**config.mk**
```make
export PLATFORM = sky130hd
export DESIGN_NAME = uart_rx_flat
export DESIGN_NICKNAME = d
export VERILOG_FILES = /design/src/rtl/uart_rx_pkg.sv /design/src/rtl/uart_rx_if.sv /design/src/rtl/uart_rx_os_tick.sv /design/src/rtl/uart_rx.sv /design/src/flat_wrapper.sv
export SDC_FILE = /design/constraint.sdc
export NUM_CORES = 1
export LEC_CHECK = 0
export ABC_AREA = 1
export BUFFER_PORTS_ARGS = -buffer_cell sky130_fd_sc_hd__buf_2
export CORE_ASPECT_RATIO = 1.5
export CORE_MARGIN = 8
export CORE_UTILIZATION = 35
export DETAILED_ROUTE_END_ITERATION = 8
export GPL_TIMING_DRIVEN = 0
export PLACE_DENSITY = 0.62
export SETUP_SLACK_MARGIN = 0.05
export SYNTH_ARGS = -nofsm -noshare
export SYNTH_HDL_FRONTEND = slang
export SYNTH_SLANG_ARGS = --single-unit
```
**constraint.sdc**
```tcl
create_clock -name clk -period 2.7 [get_ports clk]
set_input_delay 0.135 -clock clk [delete_from_list [all_inputs] [get_ports clk]]
set_output_delay 0.135 -clock clk [all_outputs]
set_load 0.05 [all_outputs]
```
**src/rtl/uart_rx_pkg.sv**
```systemverilog
// Shared UART receive definitions: FSM state encodings, default line parameters
// and the oversample divider calculation. The defaults match the TX side so
// both ends agree on CLK_FREQ and BAUD_RATE.
`timescale 1ns/1ps
package uart_rx_pkg;

    typedef enum logic [1:0] {
        IDLE  = 2'd0,
        START = 2'd1,
        DATA  = 2'd2,
        STOP  = 2'd3
    } rx_state_e;

    localparam int unsigned DEF_CLK_FREQ   = 100_000_000;
    localparam int unsigned DEF_BAUD_RATE  = 9600;
    localparam int unsigned DEF_OVERSAMPLE = 16;

    // Clocks per sample tick, truncated (651 at the defaults).
    function automatic int unsigned os_div(input int unsigned clk_freq,
                                           input int unsigned baud_rate,
                                           input int unsigned oversample);
        return clk_freq / (baud_rate * oversample);
    endfunction

endpackage

```
**src/rtl/uart_rx_if.sv**
```systemverilog
// Serial receive bundle: the raw rx pin plus the receiver's result signals.
// master: the side driving the line and consuming results (board / bench).
// slave : the receiver itself.
`timescale 1ns/1ps
interface uart_rx_if;
    logic       rx;         // asynchronous serial input, idle high
    logic [7:0] rx_data;    // last correctly framed byte
    logic       rx_done;    // 1-cycle strobe, rx_data valid in that cycle
    logic       rx_busy;    // receiver is not idle
    logic       frame_err;  // 1-cycle strobe, stop bit sampled 0

    modport master (output rx, input  rx_data, rx_done, rx_busy, frame_err);
    modport slave  (input  rx, output rx_data, rx_done, rx_busy, frame_err);
endinterface

```
**src/rtl/uart_rx_os_tick.sv**
```systemverilog
// Oversample tick generator: free-running 0..DIV-1 counter, s_tick_o high for
// the one clk in which the count wraps. Never resynchronised to the line.
// Ports: clk, reset (sync, active-high) -> s_tick_o.
`timescale 1ns/1ps
module uart_rx_os_tick #(
    parameter int unsigned DIV = 651
) (
    input  logic clk,
    input  logic reset,
    output logic s_tick_o
);
    localparam int unsigned CW = (DIV > 1) ? $clog2(DIV) : 1;
    localparam logic [CW-1:0] LAST = CW'(DIV - 1);

    logic [CW-1:0] cnt_q;
    logic [CW-1:0] cnt_d;

    assign s_tick_o = (cnt_q == LAST);
    assign cnt_d    = s_tick_o ? '0 : cnt_q + 1'b1;

    always_ff @(posedge clk) begin
        if (reset) begin
            cnt_q <= '0;
        end else begin
            cnt_q <= cnt_d;
        end
    end
endmodule

```
**src/rtl/uart_rx.sv**
```systemverilog
// 8N1 UART receiver, LSB first, 16x (OVERSAMPLE) oversampling of a 2-flop
// synchronised rx pin. Emits rx_done with rx_data, or frame_err, 1 clk each.
// Ports: clk, reset (sync, active-high), bus (uart_rx_if.slave).
`timescale 1ns/1ps
module uart_rx
    import uart_rx_pkg::*;
#(
    parameter int unsigned CLK_FREQ   = DEF_CLK_FREQ,
    parameter int unsigned BAUD_RATE  = DEF_BAUD_RATE,
    parameter int unsigned OVERSAMPLE = DEF_OVERSAMPLE   // even, >= 8
) (
    input  logic       clk,
    input  logic       reset,
    uart_rx_if.slave   bus
);
    localparam int unsigned DIV = os_div(CLK_FREQ, BAUD_RATE, OVERSAMPLE);
    localparam int unsigned SW  = $clog2(OVERSAMPLE);
    // Decision points: half a bit into the start bit, then one full bit each.
    localparam logic [SW-1:0] S_MID  = SW'(OVERSAMPLE / 2 - 1);
    localparam logic [SW-1:0] S_LAST = SW'(OVERSAMPLE - 1);

    logic            s_tick;
    logic            rx_meta_q;
    logic            rx_s_q;
    rx_state_e       state_q;
    logic [SW-1:0]   s_cnt_q;
    logic [2:0]      bit_cnt_q;
    logic [7:0]      shreg_q;
    logic [7:0]      rx_data_q;
    logic            rx_done_q;
    logic            frame_err_q;
    logic            rx_busy_q;

    uart_rx_os_tick #(.DIV(DIV)) u_os_tick (
        .clk      (clk),
        .reset    (reset),
        .s_tick_o (s_tick)
    );

    // Synchroniser resets to the idle level so reset never looks like a start bit.
    always_ff @(posedge clk) begin
        if (reset) begin
            rx_meta_q <= 1'b1;
            rx_s_q    <= 1'b1;
        end else begin
            rx_meta_q <= bus.rx;
            rx_s_q    <= rx_meta_q;
        end
    end

    // rx_busy_q is updated on every state change so it always equals (state != IDLE).
    always_ff @(posedge clk) begin
        if (reset) begin
            state_q     <= IDLE;
            s_cnt_q     <= '0;
            bit_cnt_q   <= '0;
            shreg_q     <= '0;
            rx_data_q   <= '0;
            rx_done_q   <= 1'b0;
            frame_err_q <= 1'b0;
            rx_busy_q   <= 1'b0;
        end else begin
            rx_done_q   <= 1'b0;
            frame_err_q <= 1'b0;
            case (state_q)
                IDLE: begin
                    if (!rx_s_q) begin
                        state_q   <= START;
                        s_cnt_q   <= '0;
                        rx_busy_q <= 1'b1;
                    end
                end
                START: begin
                    if (s_tick) begin
                        if (s_cnt_q == S_MID) begin
                            if (!rx_s_q) begin
                                state_q   <= DATA;
                                s_cnt_q   <= '0;
                                bit_cnt_q <= '0;
                            end else begin
                                // Line back high by mid start bit: glitch, drop it.
                                state_q   <= IDLE;
                                rx_busy_q <= 1'b0;
                            end
                        end else begin
                            s_cnt_q <= s_cnt_q + 1'b1;
                        end
                    end
                end
                DATA: begin
                    if (s_tick) begin
                        if (s_cnt_q == S_LAST) begin
                            shreg_q <= {rx_s_q, shreg_q[7:1]};
                            s_cnt_q <= '0;
                            if (bit_cnt_q == 3'd7) begin
                                state_q <= STOP;
                            end else begin
                                bit_cnt_q <= bit_cnt_q + 1'b1;
                            end
                        end else begin
                            s_cnt_q <= s_cnt_q + 1'b1;
                        end
                    end
                end
                STOP: begin
                    if (s_tick) begin
                        if (s_cnt_q == S_LAST) begin
                            if (rx_s_q) begin
                                rx_data_q <= shreg_q;
                                rx_done_q <= 1'b1;
                            end else begin
                                frame_err_q <= 1'b1;
                            end
                            // Leave at mid stop bit so a back-to-back start edge is caught.
                            state_q   <= IDLE;
                            rx_busy_q <= 1'b0;
                        end else begin
                            s_cnt_q <= s_cnt_q + 1'b1;
                        end
                    end
                end
                default: begin
                    state_q   <= IDLE;
                    rx_busy_q <= 1'b0;
                end
            endcase
        end
    end

    assign bus.rx_data   = rx_data_q;
    assign bus.rx_done   = rx_done_q;
    assign bus.rx_busy   = rx_busy_q;
    assign bus.frame_err = frame_err_q;
endmodule

```
**src/flat_wrapper.sv**
```systemverilog
// flat-port wrapper written by rule: the top's interface ports become plain ports
module uart_rx_flat import uart_rx_pkg::*;
#(
    parameter int unsigned CLK_FREQ   = DEF_CLK_FREQ,
    parameter int unsigned BAUD_RATE  = DEF_BAUD_RATE,
    parameter int unsigned OVERSAMPLE = DEF_OVERSAMPLE                
)
  (clk, reset, bus_rx, bus_rx_data, bus_rx_done, bus_rx_busy, bus_frame_err);
  uart_rx_if bus_i ();
  input  logic clk;
  input  logic reset;
  input wire logic [$bits(bus_i.rx)-1:0] bus_rx;
  output wire logic [$bits(bus_i.rx_data)-1:0] bus_rx_data;
  output wire logic [$bits(bus_i.rx_done)-1:0] bus_rx_done;
  output wire logic [$bits(bus_i.rx_busy)-1:0] bus_rx_busy;
  output wire logic [$bits(bus_i.frame_err)-1:0] bus_frame_err;
  assign bus_i.rx = bus_rx;
  assign bus_rx_data = bus_i.rx_data;
  assign bus_rx_done = bus_i.rx_done;
  assign bus_rx_busy = bus_i.rx_busy;
  assign bus_frame_err = bus_i.frame_err;
  uart_rx #(.CLK_FREQ(CLK_FREQ), .BAUD_RATE(BAUD_RATE), .OVERSAMPLE(OVERSAMPLE)) u_core (.clk(clk), .reset(reset), .bus(bus_i));
endmodule
```
==> results.txt, run 1 <==
GPL Wtd Cong - 0.8718
worst setup path class - flop to flop
Synth Area per Inst - 7.819 sq um
vias in the first global route - 1,431
Worst-Margin Slew - 0.5811 ns
via/cell ratio - 4.632
EDFF count, synth - 0
leak pwr - 0.8282 nW
Skew-Pair Late Insertion Delay - 0.30 ns
Syn. warnings - 0
Cell Rows - 32
TritonCTS sink count - 40
hold_buf cts - 0
Data arrival, critical path - 2.01 ns
DP HPWL - 2590 um
Final ANT Viol Nets - 0
final layout net count - 257
ANT cells - 0
Internal - 0.9181 mW
Num CTS Buffers - 5
Seq/Total Area, Yosys - 44.72%
count of boundary I/O pins - 14
Flop pwr share - 51.5%
fin util - 40.87%
area delta synth->final - 15.16%
Placed Cells - 310
die area - 7707 sq um
drt drc - 0
Design Power - 1.178 mW
main area contributors after synthesis - dfxtp_1, nor2_1, nand2_1, inv_1, a21oi_1
core region area - 5045 sq um
initial antenna violation count - 0
post-synthesis cell count - 229
TritonCTS clock tree - built
Cell Area, Placed - 1941 sq um
count of input and output buffers - 13
Netlist Area Pre-Place - 1790 sq um
flops & latches, synth - 40
wire length per cell - 11.00 um
Initial DRT Pass Iterations - 4
fin cells - 318
CTS resizes - 0
Max Slew Vio Count - 0
Final min period - 1.791 ns
starting density of the core - 35.49%
Clk network pwr share - 43.9%
post-synthesis cell type count - 33
RSZ-0062 raised after global routing - no
net count after synthesis - 237
Worst setup EP type - flop
max cap viols - 0
Post-CTS Setup Bufs - 0
clk root buf - clkbuf_8
Worst Clk Skew - 0.01159 ns
largest net degree at the start of global routing - 14
Synth Flop Type - dfxtp_1
DR vias - 1,473
Psw - 0.2603 mW
share of flip-flops with an asynchronous set or reset - 0%
share of layout cells above drive strength 1 - 15.60%
final number of setup-violating endpoints - 0
Critical Path Source Type - flop
Die Width - 74.40 um
Worst Path Required - 2.92 ns
status - complete, no violations
switching share of power - 22.09%
Final period util - 66.32%
Worst-path clk slew - 0.08 ns
Comb power frac - 4.6%
pwr dens - 571.5 nW/um^2
top cell type's share of synthesized area - 44.72%
H-tree Lvls - 2
maximum clock path buffer count - 2
global route total overflow - 0
Setup TNS - 0 ns
largest area contributor in the netlist - dfxtp_1
Hold Path Class - input port to flop
Die Span Y - 103.6 um
maximum fanout along the worst path - 10
Max VDD drop - 0.3306 mV
fin area - 2062 sq um
first-pass GRT wire length - 6285 um
f_max - 558.5 MHz
gr usage total - 10.21%
count of final hold-check violations - 0
Worst slew margin - 61.26%
wirelength, routed - 3497 um
Initial DRC Count - 59
==> cell families after synthesis <==
kind of cell    count (synthesis)  share of synthesized area [%]
compound gates                 43                          14.19
simple gates                  102                          27.39
buf+inv                        34                          7.757
xor+xnor                        5                          2.446
flops                          40                          44.72
fa+ha+maj                       5                          3.494
==> state kept, by name, indices dropped and copies added, names as in the netlist, 3 cells and up, named ones only <==
register and flops:
u_core.s_cnt_q 4, u_core.shreg_q 8, u_core.bit_cnt_q 3, u_core.u_os_tick.cnt_q 10, u_core.bus.rx_data 8
==> cells in the mapped netlist (3+ instances only) <==
cell type and instances:
o21ai_0 14, nand2_1 34, o21ai_1 3, nand3_1 8, nand4_1 5, a21oi_1 16
a211oi_1 5, dfxtp_1 40, xor2_1 5, nor2_4 3, ha_1 5, nor2_1 37
inv_1 27
==> worst max-delay path, cell delays in order, from the launching register on <==
cell	delay, ns
dfxtp_1	0.34
inv_1	0.06
ha_1	0.13
nand2_1	0.05
nor2_1	0.27
nand3_4	0.20
nor3_4	0.29
buf_6	0.19
nor2_1	0.05
a211oi_2	0.12
==> area by class of cell <==
| class | instances | area [sq um] |
|---|---|---|
| fillers | 560 | 2983 |
| multi-input cells | 155 | 850.8 |
| flip-flops and latches | 40 | 800.8 |
| inverters | 30 | 112.6 |
| well taps | 68 | 85.08 |
| clock buffers | 6 | 82.58 |
| repair buffers | 13 | 65.06 |
| clock inverters | 2 | 38.79 |
| plain buffers | 4 | 26.28 |
==> routing by layer <==
metal  vias up  routed length [um]  share of wire (%)  track usage, %
met5         -                   0                  0               0
met3         5                  79                2.3           2.027
met2        13                1815                 52           17.08
met1       672                1522                 44           11.31
li1        783                   -                  -               -
met4         0                  80                2.3           5.915
==> placed cells by master (no fill, tap or decap), types with 2 or more instances in the layout <==
cell,synthesis,routed
dfxtp_1,40,40
nor2_1,37,37
nand2_1,34,34
inv_1,27,27
a21oi_1,16,16
o21ai_0,14,14
buf_2,0,13
nand3_1,8,8
clkbuf_8,0,6
nand4_1,5,5
xor2_1,5,5
a211oi_1,5,5
ha_1,5,5
nor2_4,3,3
o21ai_1,3,3
nor2_2,2,2
inv_2,2,2
clkbuf_1,2,2
nor3_1,2,2
nor3b_1,2,2
a211oi_2,2,2
or2_2,2,2
==> through the flow <==
| stage | setup WS (ns) | hold slack [ns] |
|---|---|---|
| final | 0.9094 | 0.02048 |
| after global routing | 0.6864 | 0.02168 |
| after CTS | 0.8813 | 0.01613 |
| after detailed placement | 0.8848 | 0.3280 |
| after global placement | 0.9169 | 0.3204 |
| after floorplan | 1.137 | 0.2135 |
==> final timing paths <==
check                       startpoint               endpoint  slack (ns)  cells after the start
max          u_core.u_os_tick.cnt_q[0]  u_core.bus.rx_data[7]        0.91                      9
min                             bus_rx       u_core.rx_meta_q        0.02                      2
max reg2reg  u_core.u_os_tick.cnt_q[0]  u_core.bus.rx_data[7]        0.91                      9
min reg2reg           u_core.rx_meta_q          u_core.rx_s_q        0.42                      1
==> power by group through the flow <==
stage          combinational (mW)  sequential [mW]  clock [mW]
6_report                   0.0540            0.607       0.517
3_5_place_dp               0.0545            0.621           0
4_1_cts                    0.0547            0.607       0.538
2_1_floorplan              0.0360            0.624           0
5_1_grt                    0.0631            0.609       0.557
3_3_place_gp               0.0540            0.621           0
No activity file was read; power rests on OpenSTA's default activity.
==> inputs of run 2 (changes only) <==
Clock period 2.7 ns to 1.7 ns, I/O delays scaled along.
==> run 2 against run 1 <==
Against the previous run:
- clock power increased by 60%
- worst setup slack got worse by 0.82 ns
- global-route usage increased by 0.076 points
- final area increased by 12%
- critical endpoint is now u_core.bus.rx_data[5]
- largest power group unchanged
==> results.txt, run 2 (synthesis gave the netlist of run 1 again) <==
ANT cells - 0 (unchanged)
Die Span Y - 103.6 um (unchanged)
maximum clock path buffer count - 2 (unchanged)
hold_sp - reset (was bus_rx)
TritonCTS clock tree - built (unchanged)
Num CTS Buffers - 5 (unchanged)
crit-path cells - inv_2, ha_4, nand2_4, nor2_4, nand3_4, nor3_4, buf_6, buf_6, nor2_2, a211oi_2 (was inv_1, ha_1, nand2_1, nor2_1, nand3_4, nor3_4, buf_6, nor2_1, a211oi_2)
H-tree Lvls - 2 (unchanged)
vias in the first global route - 1,452 (was 1,431)
wire length per cell - 12.05 um (was 11.00 um)
TritonCTS sink count - 40 (unchanged)
pwr dens - 819.7 nW/um^2 (was 571.5 nW/um^2)
RSZ-0062 raised after global routing - yes (was no)
Cell Rows - 32 (unchanged)
Worst R2R End - u_core.bus.rx_data[5] (was u_core.bus.rx_data[7])
first-pass GRT wire length - 6313 um (was 6285 um)
max cap viols - 0 (unchanged)
Hold Path Class - input port to flop (unchanged)
leak pwr - 0.9150 nW (was 0.8282 nW)
Comb power frac - 5.5% (was 4.6%)
Worst-Margin Slew - 0.6542 ns (was 0.5811 ns)
Max Slew Vio Count - 0 (unchanged)
cell family with most CP delay - simple AND/OR/NAND/NOR gates (unchanged)
Flop pwr share - 51.0% (was 51.5%)
commonest non-fill, non-tap cells in the layout - dfxtp_1, nand2_1, nor2_1 (was dfxtp_1, nor2_1, nand2_1)
clk root buf - clkbuf_8 (unchanged)
DP HPWL - 2590 um (unchanged)
Worst Path Required - 1.92 ns (was 2.92 ns)
FF-to-FF Start - u_core.u_os_tick.cnt_q[0] (unchanged)
most frequent CP cell - buf_6 (was nor2_1)
area delta synth->final - 29.28% (was 15.16%)
Psw - 0.4284 mW (was 0.2603 mW)
Worst slew margin - 56.39% (was 61.26%)
count of final hold-check violations - 0 (unchanged)
Largest register FFs - 10 (unchanged)
share of layout cells above drive strength 1 - 29.89% (was 15.60%)
Register-to-Register Path Depth - 10 (was 9)
Worst setup EP type - flop (unchanged)
Final period util - 94.99% (was 66.32%)
GPL Wtd Cong - 0.8718 (unchanged)
Clk network pwr share - 43.5% (was 43.9%)
Data arrival, critical path - 1.84 ns (was 2.01 ns)
Final min period - 1.615 ns (was 1.791 ns)
WHS - 0.01521 ns (was 0.02048 ns)
worst setup path class - flop to flop (unchanged)
die area - 7707 sq um (unchanged)
commonest non-fill, non-tap cell in the layout - dfxtp_1 (unchanged)
via/cell ratio - 4.736 (was 4.632)
global route total overflow - 0 (unchanged)
Die Width - 74.40 um (unchanged)
Final ANT Viol Nets - 0 (unchanged)
DR vias - 1,558 (was 1,473)
CP Buf/Inv Count - 3 (was 2)
starting density of the core - 35.49% (unchanged)
slowest CP cell - dfxtp_2 (was dfxtp_1)
status - complete, no violations (unchanged)
Initial DRT Pass Iterations - 4 (unchanged)
CP endpoint - u_core.bus.rx_data[5] (was u_core.bus.rx_data[7])
Initial DRC Count - 46 (was 59)
final layout net count - 268 (was 257)
maximum fanout along the worst path - 5 (was 10)
Internal - 1.469 mW (was 0.9181 mW)
Setup crit start - u_core.u_os_tick.cnt_q[0] (unchanged)
fin cells - 329 (was 318)
drt drc - 0 (unchanged)
Critical Path Source Type - flop (unchanged)
wirelength, routed - 3964 um (was 3497 um)
Worst Clk Skew - 0.01119 ns (was 0.01159 ns)
largest register by flop count - u_core.u_os_tick.cnt_q (unchanged)
count of boundary I/O pins - 14 (unchanged)
initial antenna violation count - 0 (unchanged)
f_max - 619.2 MHz (was 558.5 MHz)
largest net degree at the start of global routing - 14 (unchanged)
Skew-Pair Late Insertion Delay - 0.30 ns (about the same)
final number of setup-violating endpoints - 0 (unchanged)
Register-to-Register Setup Slack - 0.09 ns (was 0.91 ns)
gr usage total - 10.29% (was 10.21%)
count of input and output buffers - 13 (unchanged)
core region area - 5045 sq um (unchanged)
CP max stage delay - 0.34 ns (about the same)
WP depth - 10 (was 9)
Max VDD drop - 0.5299 mV (was 0.3306 mV)
Worst-path clk slew - 0.08 ns (about the same)
Placed Cells - 310 (unchanged)
switching share of power - 22.58% (was 22.09%)
-- run 2: cell types whose count changed in the layout (fill, tap and decap cells not counted), sizes merged --
cell         previous run  this run
nand3                  10        11
dlygate4sd3             0         1
buf                    15        24
-- run 2: cell type report --
cell class	count	area (sq um)
sequential	40	808.3
fill	534	2730
multi-input combinational	156	996.0
inverter	30	112.6
clock inverter	2	38.79
timing repair buffer	23	157.7
tap	68	85.08
clock buffer	6	82.58
buffer	4	33.78
-- run 2: timing repair --
item                       in CTS  in global routing
hold endpoints to repair        1                  0
gates cloned                    0                  2
pin swaps                       3                 11
setup buffers                   3                  5
setup endpoints to repair      27                 27
hold buffers                    1                  0
resized for setup               4                 46
-- run 2: worst min-delay path by stage --
stage / endpoint / slack [ns] / cells past startpoint
4_1_cts: u_core.bus.rx_data[1] / 0.03 / 2
2_1_floorplan: u_core.bus.rx_data[1] / 0.16 / 1
6_report: u_core.bus.rx_data[1] / 0.02 / 2
3_3_place_gp: u_core.rx_meta_q / 0.27 / 2
5_1_grt: u_core.bus.rx_data[1] / 0.04 / 2
3_5_place_dp: u_core.rx_meta_q / 0.28 / 2
-- run 2: per-stage QoR --
stage          utilization (%)  instance area, sq um  setup WS, ns  TNS (ns)  power, mW
2_1_floorplan                -                  1790        0.1366         0      1.049
3_3_place_gp             38.47                  1941      -0.08307   -0.5800      1.072
3_5_place_dp             38.47                  1941       -0.1152   -0.9163      1.073
4_1_cts                  41.74                  2106       0.05239         0      1.907
5_1_grt                  45.88                  2315      -0.03335  -0.06711      1.970
6_report                 45.88                  2315       0.08512         0      1.897
-- run 2: power by group through the flow --
stage / Clock, mW / Combinational [mW] / Sequential [mW]
final: 0.826 / 0.104 / 0.967
after global routing: 0.879 / 0.120 / 0.970
after CTS: 0.854 / 0.0886 / 0.965
after detailed placement: 0 / 0.0865 / 0.987
after global placement: 0 / 0.0857 / 0.986
after floorplan: 0 / 0.0572 / 0.992
-- run 2: routing by layer --
metal	wire, um	up-vias	track usage (%)	part of all wire (%)
met5	0	-	0	0
met2	2154	19	17.21	54
li1	-	806	-	-
met4	93	0	5.915	2.3
met3	101	7	2.027	2.5
met1	1615	726	11.43	41
==> inputs of run 3 (changes only) <==
Settings changed: CORE_UTILIZATION 35 to 45, PLACE_DENSITY 0.62 to 0.74.
==> run 3 against run 2 <==
Against the previous run:
- register-to-register slack improved by 0.03 ns
- first-iteration DRC count shrank 6.5%
- final area is 5.1% lower
- sequential share of layout area is 2.0 points higher
- flip-flop and latch count did not move
- sequential power about the same
- largest cell class unchanged
==> results.txt, run 3 (synthesis gave the netlist of run 1 again) <==
fin cells - 308 (was 329)
Largest register FFs - 10 (unchanged)
H-tree Lvls - 2 (unchanged)
Max Slew Vio Count - 0 (unchanged)
Data arrival, critical path - 1.79 ns (was 1.84 ns)
Worst Clk Skew - 0.01233 ns (was 0.01119 ns)
TritonCTS clock tree - built (unchanged)
count of boundary I/O pins - 14 (unchanged)
Num CTS Buffers - 5 (unchanged)
Worst-path clk slew - 0.08 ns (about the same)
Setup TNS - 0 ns (unchanged)
ANT cells - 0 (unchanged)
fin util - 56.50% (was 45.88%)
GPL Wtd Cong - 0.8046 (was 0.8718)
status - complete, no violations (unchanged)
fin area - 2197 sq um (was 2315 sq um)
Critical Path Source Type - flop (unchanged)
Cell Area, Placed - 1912 sq um (was 1941 sq um)
max cap viols - 0 (unchanged)
final layout net count - 270 (was 268)
Final Worst Setup Slack - 0.1120 ns (was 0.08512 ns)
global route total overflow - 0 (unchanged)
count of final hold-check violations - 0 (unchanged)
worst slack at placement - -0.1088 ns (was -0.1152 ns)
vias in the first global route - 1,419 (was 1,452)
Cell Rows - 28 (was 32)
area delta synth->final - 22.71% (was 29.28%)
commonest non-fill, non-tap cells in the layout - dfxtp_1, nor2_1, nand2_1 (was dfxtp_1, nand2_1, nor2_1)
Filler cells - 345 (was 534)
Worst Path Required - 1.91 ns (was 1.92 ns)
crit-path cells - ha_4, nand3_4, nor2_4, inv_2, nor3_4, buf_6, nor2_1, a211oi_1 (was inv_2, ha_4, nand2_4, nor2_4, nand3_4, nor3_4, buf_6, buf_6, nor2_2, a211oi_2)
Final ANT Viol Nets - 0 (unchanged)
DP HPWL - 2492 um (was 2590 um)
TritonCTS sink count - 40 (unchanged)
core region area - 3889 sq um (was 5045 sq um)
count of input and output buffers - 13 (unchanged)
Hold Path Class - input port to flop (unchanged)
via/cell ratio - 5.036 (was 4.736)
wire length per cell - 12.32 um (was 12.05 um)
DR vias - 1,551 (was 1,558)
commonest non-fill, non-tap cell in the layout - dfxtp_1 (unchanged)
RSZ-0062 raised after global routing - yes (unchanged)
Initial DRT Pass Iterations - 4 (unchanged)
worst setup path class - flop to flop (unchanged)
Worst-Margin Slew - 0.6077 ns (was 0.6542 ns)
Worst R2R End - u_core.bus.rx_data[3] (was u_core.bus.rx_data[5])
share of layout cells above drive strength 1 - 24.71% (was 29.89%)
hold depth - 2 (unchanged)
final number of setup-violating endpoints - 0 (unchanged)
hold_sp - reset (unchanged)
Hold EP - u_core.bus.rx_data[1] (unchanged)
leak pwr - 0.8882 nW (was 0.9150 nW)
clk root buf - clkbuf_8 (unchanged)
largest register by flop count - u_core.u_os_tick.cnt_q (unchanged)
Initial DRC Count - 43 (was 46)
CP max stage delay - 0.37 ns (was 0.34 ns)
Worst setup EP type - flop (unchanged)
Skew-Pair Late Insertion Delay - 0.30 ns (about the same)
WHS - 0.01900 ns (was 0.01521 ns)
Die Span Y - 93.26 um (was 103.6 um)
drt drc - 0 (unchanged)
starting density of the core - 46.04% (was 35.49%)
die area - 6295 sq um (was 7707 sq um)
slowest CP cell - dfxtp_4 (was dfxtp_2)
pwr dens - 784.7 nW/um^2 (was 819.7 nW/um^2)
Max VDD drop - 0.7009 mV (was 0.5299 mV)
gr usage total - 12.40% (was 10.29%)
maximum clock path buffer count - 2 (unchanged)
Final min period - 1.588 ns (was 1.615 ns)
Final period util - 93.41% (was 94.99%)
first-pass GRT wire length - 6092 um (was 6313 um)
Register-to-Register Setup Slack - 0.11 ns (was 0.09 ns)
Placed Cells - 287 (was 310)
Design Power - 1.724 mW (was 1.897 mW)
f_max - 629.7 MHz (was 619.2 MHz)
initial antenna violation count - 0 (unchanged)
FF-to-FF Start - u_core.s_cnt_q[1] (was u_core.u_os_tick.cnt_q[0])
wirelength, routed - 3794 um (was 3964 um)
maximum fanout along the worst path - 4 (was 5)
Die Width - 67.50 um (was 74.40 um)
largest net degree at the start of global routing - 13 (was 14)
Register-to-Register Path Depth - 8 (was 10)
Worst slew margin - 59.49% (was 56.39%)
## run 3: layout make-up
class	count	area, sq um	area share (%)
flip-flops and latches	40	810.8	36.90
well taps	45	56.30	2.563
clock buffers	7	86.33	3.929
inverters	30	112.6	5.125
repair buffers	26	176.4	8.030
multi-input cells	155	917.1	41.74
clock inverters	1	7.507	0.3417
plain buffers	4	30.03	1.367
## run 3: repair_timing
item                                    4_1_cts  5_1_grt
gates cloned                                  0        1
pin swaps                                     2        9
resized for setup                             5       24
endpoints found under the hold margin         1        0
endpoints found under the setup margin       27       26
buffers inserted                              3        8
hold buffers                                  1        0
## run 3: report_power, final
group          total (mW)  internal, mW  switching [mW]
combinational      0.0995        0.0356          0.0639
clock               0.658         0.330           0.328
sequential          0.967         0.950          0.0166
total                1.72          1.32           0.409
## run 3: per-layer routing
layer  track usage [%]  vias to the layer above  part of all wire (%)  wire length (um)
met1             13.49                      719                    42              1602
met5                 0                        -                     0                 0
met2             20.62                       17                    53              2023
li1                  -                      809                     -                 -
met3             2.395                        6                   1.8                67
met4             8.581                        0                   2.6               100
## run 3: critical path: cells and delay by family, from the launching register on
kind	cells	cell delay [ns]
AND/OR/NAND/NOR	4	0.59
buffers and inverters	2	0.23
adder cells (fa/ha/maj)	1	0.15
flip-flops	1	0.37
AO/OA/AOI/OAI	1	0.16
## run 3: worst max path at each step
stage                              start               endpoint  slack, ns  cells after the start
4_1_cts                u_core.s_cnt_q[1]      u_core.shreg_q[5]       0.05                      8
3_3_place_gp   u_core.u_os_tick.cnt_q[0]  u_core.bus.rx_data[7]      -0.07                      9
6_report               u_core.s_cnt_q[1]  u_core.bus.rx_data[3]       0.11                      8
3_5_place_dp   u_core.u_os_tick.cnt_q[0]  u_core.bus.rx_data[7]      -0.11                      9
2_1_floorplan  u_core.u_os_tick.cnt_q[0]  u_core.bus.rx_data[6]       0.14                      9
5_1_grt                             flop      u_core.shreg_q[1]      -0.02                      7
